<file path="src/rtl/calc_pkg.sv">
// Shared opcode encodings, FSM state type and error-trap helper for the shared calculator
// datapath.
package calc_pkg;

  localparam int unsigned OP_W = 3;

  localparam logic [OP_W-1:0] OP_ADD = 3'd0;
  localparam logic [OP_W-1:0] OP_SUB = 3'd1;
  localparam logic [OP_W-1:0] OP_MUL = 3'd2;
  localparam logic [OP_W-1:0] OP_DIV = 3'd3;
  localparam logic [OP_W-1:0] OP_MOD = 3'd4;

  typedef enum logic [1:0] {IDLE, EXEC, RESP} calc_state_t;

  // Requests that must never reach the calculator: x/0, x%0 and undefined opcodes.
  function automatic logic is_trap(input logic [OP_W-1:0] op, input logic opb_zero);
    return (((op == OP_DIV) || (op == OP_MOD)) && opb_zero) || (op > OP_MOD);
  endfunction

endpackage

</file>
<file path="src/rtl/rr_arbiter.sv">
// Combinational round-robin arbiter: first request at or after ptr, searching in wrap order.
module rr_arbiter #(
  parameter int unsigned NUM_REQ = 4,
  parameter int unsigned ID_W    = $clog2(NUM_REQ)
) (
  input  logic [NUM_REQ-1:0] req,
  input  logic [ID_W-1:0]    ptr,
  output logic [NUM_REQ-1:0] grant,
  output logic [ID_W-1:0]    idx
);

  logic found;

  always_comb begin
    grant = '0;
    idx   = '0;
    found = 1'b0;
    // Upper segment [ptr, NUM_REQ) has priority over the wrapped segment [0, ptr).
    for (int i = 0; i < NUM_REQ; i++) begin
      if (!found && req[i] && (i >= int'(ptr))) begin
        found    = 1'b1;
        grant[i] = 1'b1;
        idx      = ID_W'(i);
      end
    end
    for (int i = 0; i < NUM_REQ; i++) begin
      if (!found && req[i]) begin
        found    = 1'b1;
        grant[i] = 1'b1;
        idx      = ID_W'(i);
      end
    end
  end

endmodule

</file>
<file path="src/rtl/calc_arbiter.sv">
// Shares one external integer calculator between NUM_REQ requesters with round-robin grant,
// a fixed-latency issue window and a tagged response channel.
module calc_arbiter
  import calc_pkg::*;
#(
  parameter int unsigned NUM_REQ  = 4,
  parameter int unsigned DATA_W   = 64,
  parameter int unsigned CALC_LAT = 1,
  parameter int unsigned ID_W     = $clog2(NUM_REQ)
) (
  input  logic                      clk,
  input  logic                      rst_n,
  input  logic [NUM_REQ-1:0]        req_valid,
  output logic [NUM_REQ-1:0]        req_ready,
  input  logic [OP_W*NUM_REQ-1:0]   req_op,
  input  logic [DATA_W*NUM_REQ-1:0] req_opa,
  input  logic [DATA_W*NUM_REQ-1:0] req_opb,
  output logic                      rsp_valid,
  input  logic                      rsp_ready,
  output logic [ID_W-1:0]           rsp_id,
  output logic [DATA_W-1:0]         rsp_data,
  output logic                      rsp_err,
  output logic [OP_W-1:0]           calc_operation,
  output logic [DATA_W-1:0]         calc_opa,
  output logic [DATA_W-1:0]         calc_opb,
  input  logic [DATA_W-1:0]         calc_result
);

  localparam int unsigned CNT_W = (CALC_LAT > 1) ? $clog2(CALC_LAT) : 1;

  calc_state_t state_q, state_d;

  logic [ID_W-1:0]    ptr_q, ptr_next, gnt_idx;
  logic [NUM_REQ-1:0] gnt;
  logic [CNT_W-1:0]   cnt_q;
  logic [OP_W-1:0]    op_q;
  logic [DATA_W-1:0]  opa_q, opb_q, data_q;
  logic [ID_W-1:0]    id_q;
  logic               err_q;

  logic [OP_W-1:0]   op_arr  [NUM_REQ];
  logic [DATA_W-1:0] opa_arr [NUM_REQ];
  logic [DATA_W-1:0] opb_arr [NUM_REQ];
  logic [OP_W-1:0]   sel_op;
  logic [DATA_W-1:0] sel_opa, sel_opb;
  logic              accept, trap;

  for (genvar i = 0; i < NUM_REQ; i++) begin : g_unpack
    assign op_arr[i]  = req_op[i*OP_W +: OP_W];
    assign opa_arr[i] = req_opa[i*DATA_W +: DATA_W];
    assign opb_arr[i] = req_opb[i*DATA_W +: DATA_W];
  end

  rr_arbiter #(
    .NUM_REQ (NUM_REQ),
    .ID_W    (ID_W)
  ) u_rr_arbiter (
    .req   (req_valid),
    .ptr   (ptr_q),
    .grant (gnt),
    .idx   (gnt_idx)
  );

  assign sel_op   = op_arr[gnt_idx];
  assign sel_opa  = opa_arr[gnt_idx];
  assign sel_opb  = opb_arr[gnt_idx];
  assign accept   = (state_q == IDLE) && (|gnt);
  assign trap     = is_trap(sel_op, sel_opb == '0);
  assign ptr_next = (gnt_idx == ID_W'(NUM_REQ - 1)) ? '0 : gnt_idx + 1'b1;

  always_ff @(posedge clk or negedge rst_n) begin
    if (!rst_n) begin
      state_q <= IDLE;
    end else begin
      state_q <= state_d;
    end
  end

  always_comb begin
    state_d = state_q;
    unique case (state_q)
      IDLE:    if (accept) state_d = trap ? RESP : EXEC;
      EXEC:    if (cnt_q == '0) state_d = RESP;
      RESP:    if (rsp_ready) state_d = IDLE;
      default: state_d = IDLE;
    endcase
  end

  always_comb begin
    req_ready      = (state_q == IDLE) ? gnt : '0;
    rsp_valid      = (state_q == RESP);
    rsp_id         = id_q;
    rsp_data       = data_q;
    rsp_err        = err_q;
    calc_operation = op_q;
    calc_opa       = opa_q;
    calc_opb       = opb_q;
  end

  // Calculator operand registers are only written on a clean issue, so a trapped request
  // leaves the previous operation on the calculator inputs.
  always_ff @(posedge clk or negedge rst_n) begin
    if (!rst_n) begin
      ptr_q  <= '0;
      cnt_q  <= '0;
      op_q   <= '0;
      opa_q  <= '0;
      opb_q  <= '0;
      id_q   <= '0;
      data_q <= '0;
      err_q  <= 1'b0;
    end else begin
      if (accept) begin
        ptr_q <= ptr_next;
        id_q  <= gnt_idx;
        if (trap) begin
          err_q  <= 1'b1;
          data_q <= '0;
        end else begin
          op_q  <= sel_op;
          opa_q <= sel_opa;
          opb_q <= sel_opb;
          cnt_q <= CNT_W'(CALC_LAT - 1);
        end
      end
      if (state_q == EXEC) begin
        if (cnt_q == '0) begin
          data_q <= calc_result;
          err_q  <= 1'b0;
        end else begin
          cnt_q <= cnt_q - 1'b1;
        end
      end
    end
  end

endmodule
</file>
<file path="config.mk">
export PLATFORM = sky130hd
export DESIGN_NAME = calc_arbiter
export DESIGN_NICKNAME = d
export VERILOG_FILES = /design/src/rtl/calc_pkg.sv /design/src/rtl/rr_arbiter.sv /design/src/rtl/calc_arbiter.sv
export SDC_FILE = /design/constraint.sdc
export NUM_CORES = 1
export LEC_CHECK = 0
export ABC_AREA = 1
export CORE_AREA = 4 4 312 314
export DETAILED_ROUTE_END_ITERATION = 8
export DIE_AREA = 0 0 316 318
export GPL_TIMING_DRIVEN = 0
export PLACE_DENSITY = 0.46
export SLEW_MARGIN = 25
export SYNTH_ARGS = -nofsm -noshare
export SYNTH_HDL_FRONTEND = slang
export SYNTH_SLANG_ARGS = --single-unit
</file>
<file path="constraint.sdc">
create_clock -name clk -period 5.7 [get_ports clk]
set_clock_uncertainty 0.2 [all_clocks]
set_input_delay 0.57 -clock clk [delete_from_list [all_inputs] [get_ports clk]]
set_output_delay 0.57 -clock clk [all_outputs]
set_load 0.02 [all_outputs]
</file>
==> impl_metrics.csv <==
group,metric,value,unit
logic_synthesis,ys_seq_area_share,37.22,%
sta,rsz0062_at_grt,"no",
floorplan,pin_count,798,
logic_synthesis,synth_top_area_share,37.22,%
logic_synthesis,synth_edf_count,0,
power,p_sw,7.063,mW
logic_synthesis,synth_top_cells_by_count,"nand2_1 (1,267), dfrtp_1 (203), inv_1 (152)",
power,netSwitchingFraction,52.96,%
floorplan,die_y,318,um
sta,min_period,5147,ps
critical_path,endpoint_kind,"register",
logic_synthesis,synthDistinctLibCells,29,
power,seqPwrFrac,18.5,%
grt,grt_use_total,18.23,%
critical_path,path_class,"primary input to register",
logic_synthesis,synth.avg_cell_area,6.079,um2
route,num_vias,17701,
cells_and_area,drive_gt1_share,3.938,%
grt,grt_max_degree,79,
power,combPwrFrac,66.6,%
route,wl_per_cell,22.06,um
logic_synthesis,syn_area,13650,um2
critical_path,start_kind,"primary input",
grt,antenna_found_initial,13,
cells_and_area,fin_nets,3672,
sta,maxSlewViolCount,0,
cts,numCtsBuffers,30,
route,firstDrtPassIters,7,
floorplan,rows,113,
cts,h-tree-depth,1,
critical_path,crit_family,"buffers and inverters",
grt,grt-ovfl-total,0,
power,p_leak,11.82,nW
sta,slew_headroom,30.84,%
critical_path,cpPeakStageDelay,770,ps
power,power.density,548.1,nW/um2
grt,grt_pass1_wl,132.3,mm
cells_and_area,postLayoutCellArea,24330,um2
sta,max_freq,194.3,MHz
sta,worst_pin_slew,1037,ps
cts,clock_latency,580,ps
logic_synthesis,yosysMostFrequentCell,"nand2_1",
cts,cts_tree,"yes",
logic_synthesis,synth_area_leaders,"dfrtp_1 (37%), nand2_1 (35%), nand4_1 (6.1%)",
critical_path,cp.arrival,5470,ps
route,ant_nets,0,
logic_synthesis,syn_inst,2245,
critical_path,path_buf_inv,7,
cells_and_area,area_growth,78.29,%
cts,post_cts_buffers,0,
route,drc,0,
power,max-vdd-ir-drop,194.0,uV
grt,grt_pass1_vias,17966,
floorplan,die_area,100500,um2
sta,finalHoldViolCount,0,
logic_synthesis,yosys_warnings,0,
sta,setup_viol,0,
cts,cts_resized,0,
critical_path,critical_path_required,6020,ps
placed_design,dpl-instance-area,23270,um2
placed_design,dp_hpwl,80.30,mm
route,vias_per_cell,4.051,
placed_design,finalWeightedCongestion,0.8847,
cts,clk_path_buf_depth,3,
run_status,status,"complete, no violations",
cts,postCtsHoldBufs,1,
logic_synthesis,syn_nets,2840,
logic_synthesis,synth_top_cell_by_area,"dfrtp_1",
flow_run,cap_violations,0,
sta,fin_crit_sh,90.29,%
logic_synthesis,synth_flop_cell,"dfrtp_1",
logic_synthesis,ys_seq_elements,203,
logic_synthesis,ys_async_sr_fraction,100.0,%
route,first_iter_violations,1143,
floorplan,die_w,316,um
floorplan,start_util,14.43,%
critical_path,slowest_stage,"clkbuf_1",
cts,clock_sinks,203,
cts,cts.clk_slew.worst_paths,60,ps
critical_path,path_cells,"clkdlybuf4s50_1 -> nand2_1 -> nand4_1 -> nand2_2 -> inv_2 -> buf_2 -> clkbuf_1 -> nand2_1 -> nand3_1 -> nand2_1 -> nand2_1 -> nor2_1 -> nand2_1 -> nor2_1 -> nand3_1 -> nand2b_1 -> buf_2 -> buf_2 -> buf_2 -> nand4_1 -> nand2_1",
route,wirelength,96.41,mm
placed_design,portBuffers,797,
power,intPower,6.273,mW
cts,cts_root_buf,"clkbuf_16",
cells_and_area,fin_util,25.72,%
floorplan,fp.coreArea,94590,um2
critical_path,critPathMaxFanout,10,
power,clockPowerShare,14.9,%
worst_hold_path,hold_path_class,"register to register",
critical_path,cpMostUsedCell,"nand2_1",
[power groups by stage]
stage	Sequential, mW	Combinational, mW	Clock [mW]
finish	2.47	8.88	1.99
global route	2.55	9.69	2.11
CTS	2.47	9.00	2.06
detailed placement	2.48	8.98	0
global placement	2.46	8.99	0
floorplan	3.20	3.82	0
[state kept, by name, summed over array words and instances (netlist names)]
signal	cells
calc_opa	64
calc_opb	64
calc_operation	3
cnt_q	1
ptr_q	2
rsp_data	64
rsp_err	1
rsp_id	2
state_q	2
[layer usage]
layer / GRT usage, % / routed length [um] / up-vias
met5: 0 / 0 / -
met2: 31.55 / 46790 / 644
li1: - / - / 8695
met1: 22.11 / 39760 / 8252
met3: 4.591 / 7036 / 110
met4: 5.582 / 2815 / 0
[final timing paths]
kind,slack [ps],endpoint,start,cells past startpoint
worst max-delay path,550,calc_opa[52]$_DFFE_PN0P_,req_valid[1],21
worst min-delay path,270,calc_opb[57]$_DFFE_PN0P_,calc_opb[57]$_DFFE_PN0P_,2
worst max register to register,560,calc_opa[52]$_DFFE_PN0P_,ptr_q[0]$_DFFE_PN0P_,21
worst min register to register,270,calc_opb[57]$_DFFE_PN0P_,calc_opb[57]$_DFFE_PN0P_,2
max in group asynchronous,4100,rsp_data[4]$_DFF_PN0_,rst_n,3
min in group asynchronous,330,calc_opa[2]$_DFFE_PN0P_,rst_n,2
[cells by family after synthesis]
kind of cell           count (synthesis)  synth area share, %
and+or+nand+nor                     1613                48.18
buffers and inverters                324                9.966
DFF                                  203                37.22
AOI/OAI and AO/OA                    104                4.557
muxes                                  1              0.07335
[cells in the final DEF, fill, tap and decap left out, types with 31 or more instances in the layout]
master / instances
nand2_1: 1267
clkdlybuf4s50_1: 796
dfrtp_1: 203
inv_1: 152
nand4_1: 133
nor2_1: 108
clkbuf_1: 88
nand3_1: 85
a31oi_1: 64
buf_2: 38
clkbuf_16: 31
[through the flow]
step / total power, mW / setup WS, ps / hold slack, ps / cells / TNS (ps)
2_1_floorplan: 7.018 / 2664 / 74.41 / 2245 / 0
3_3_place_gp: 11.45 / -6432 / 253.0 / 4307 / -1325300
3_5_place_dp: 11.46 / -116.8 / 257.1 / 4309 / -310.8
4_1_cts: 13.53 / 477.9 / 271.9 / 4363 / 0
5_1_grt: 14.35 / 152.3 / 285.7 / 4369 / 0
6_report: 13.34 / 553.5 / 267.2 / 4370 / 0
[cell type report]
cell class / instances / area (um2)
repair buffers: 800 / 8048
fillers: 10789 / 70260
flip-flops and latches: 203 / 5080
inverters: 158 / 593.1
well taps: 1265 / 1583
plain buffers: 166 / 769.5
clock buffers: 41 / 873.3
diodes: 7 / 17.52
multi-input cells: 1718 / 7207
clock inverters: 12 / 160.2
[worst min-delay path, stage by stage, from the launching register on]
cell	delay, ps
dfrtp_1	340
nand2_1	50
nand2_1	40
Power figures use the tool's default switching activity.
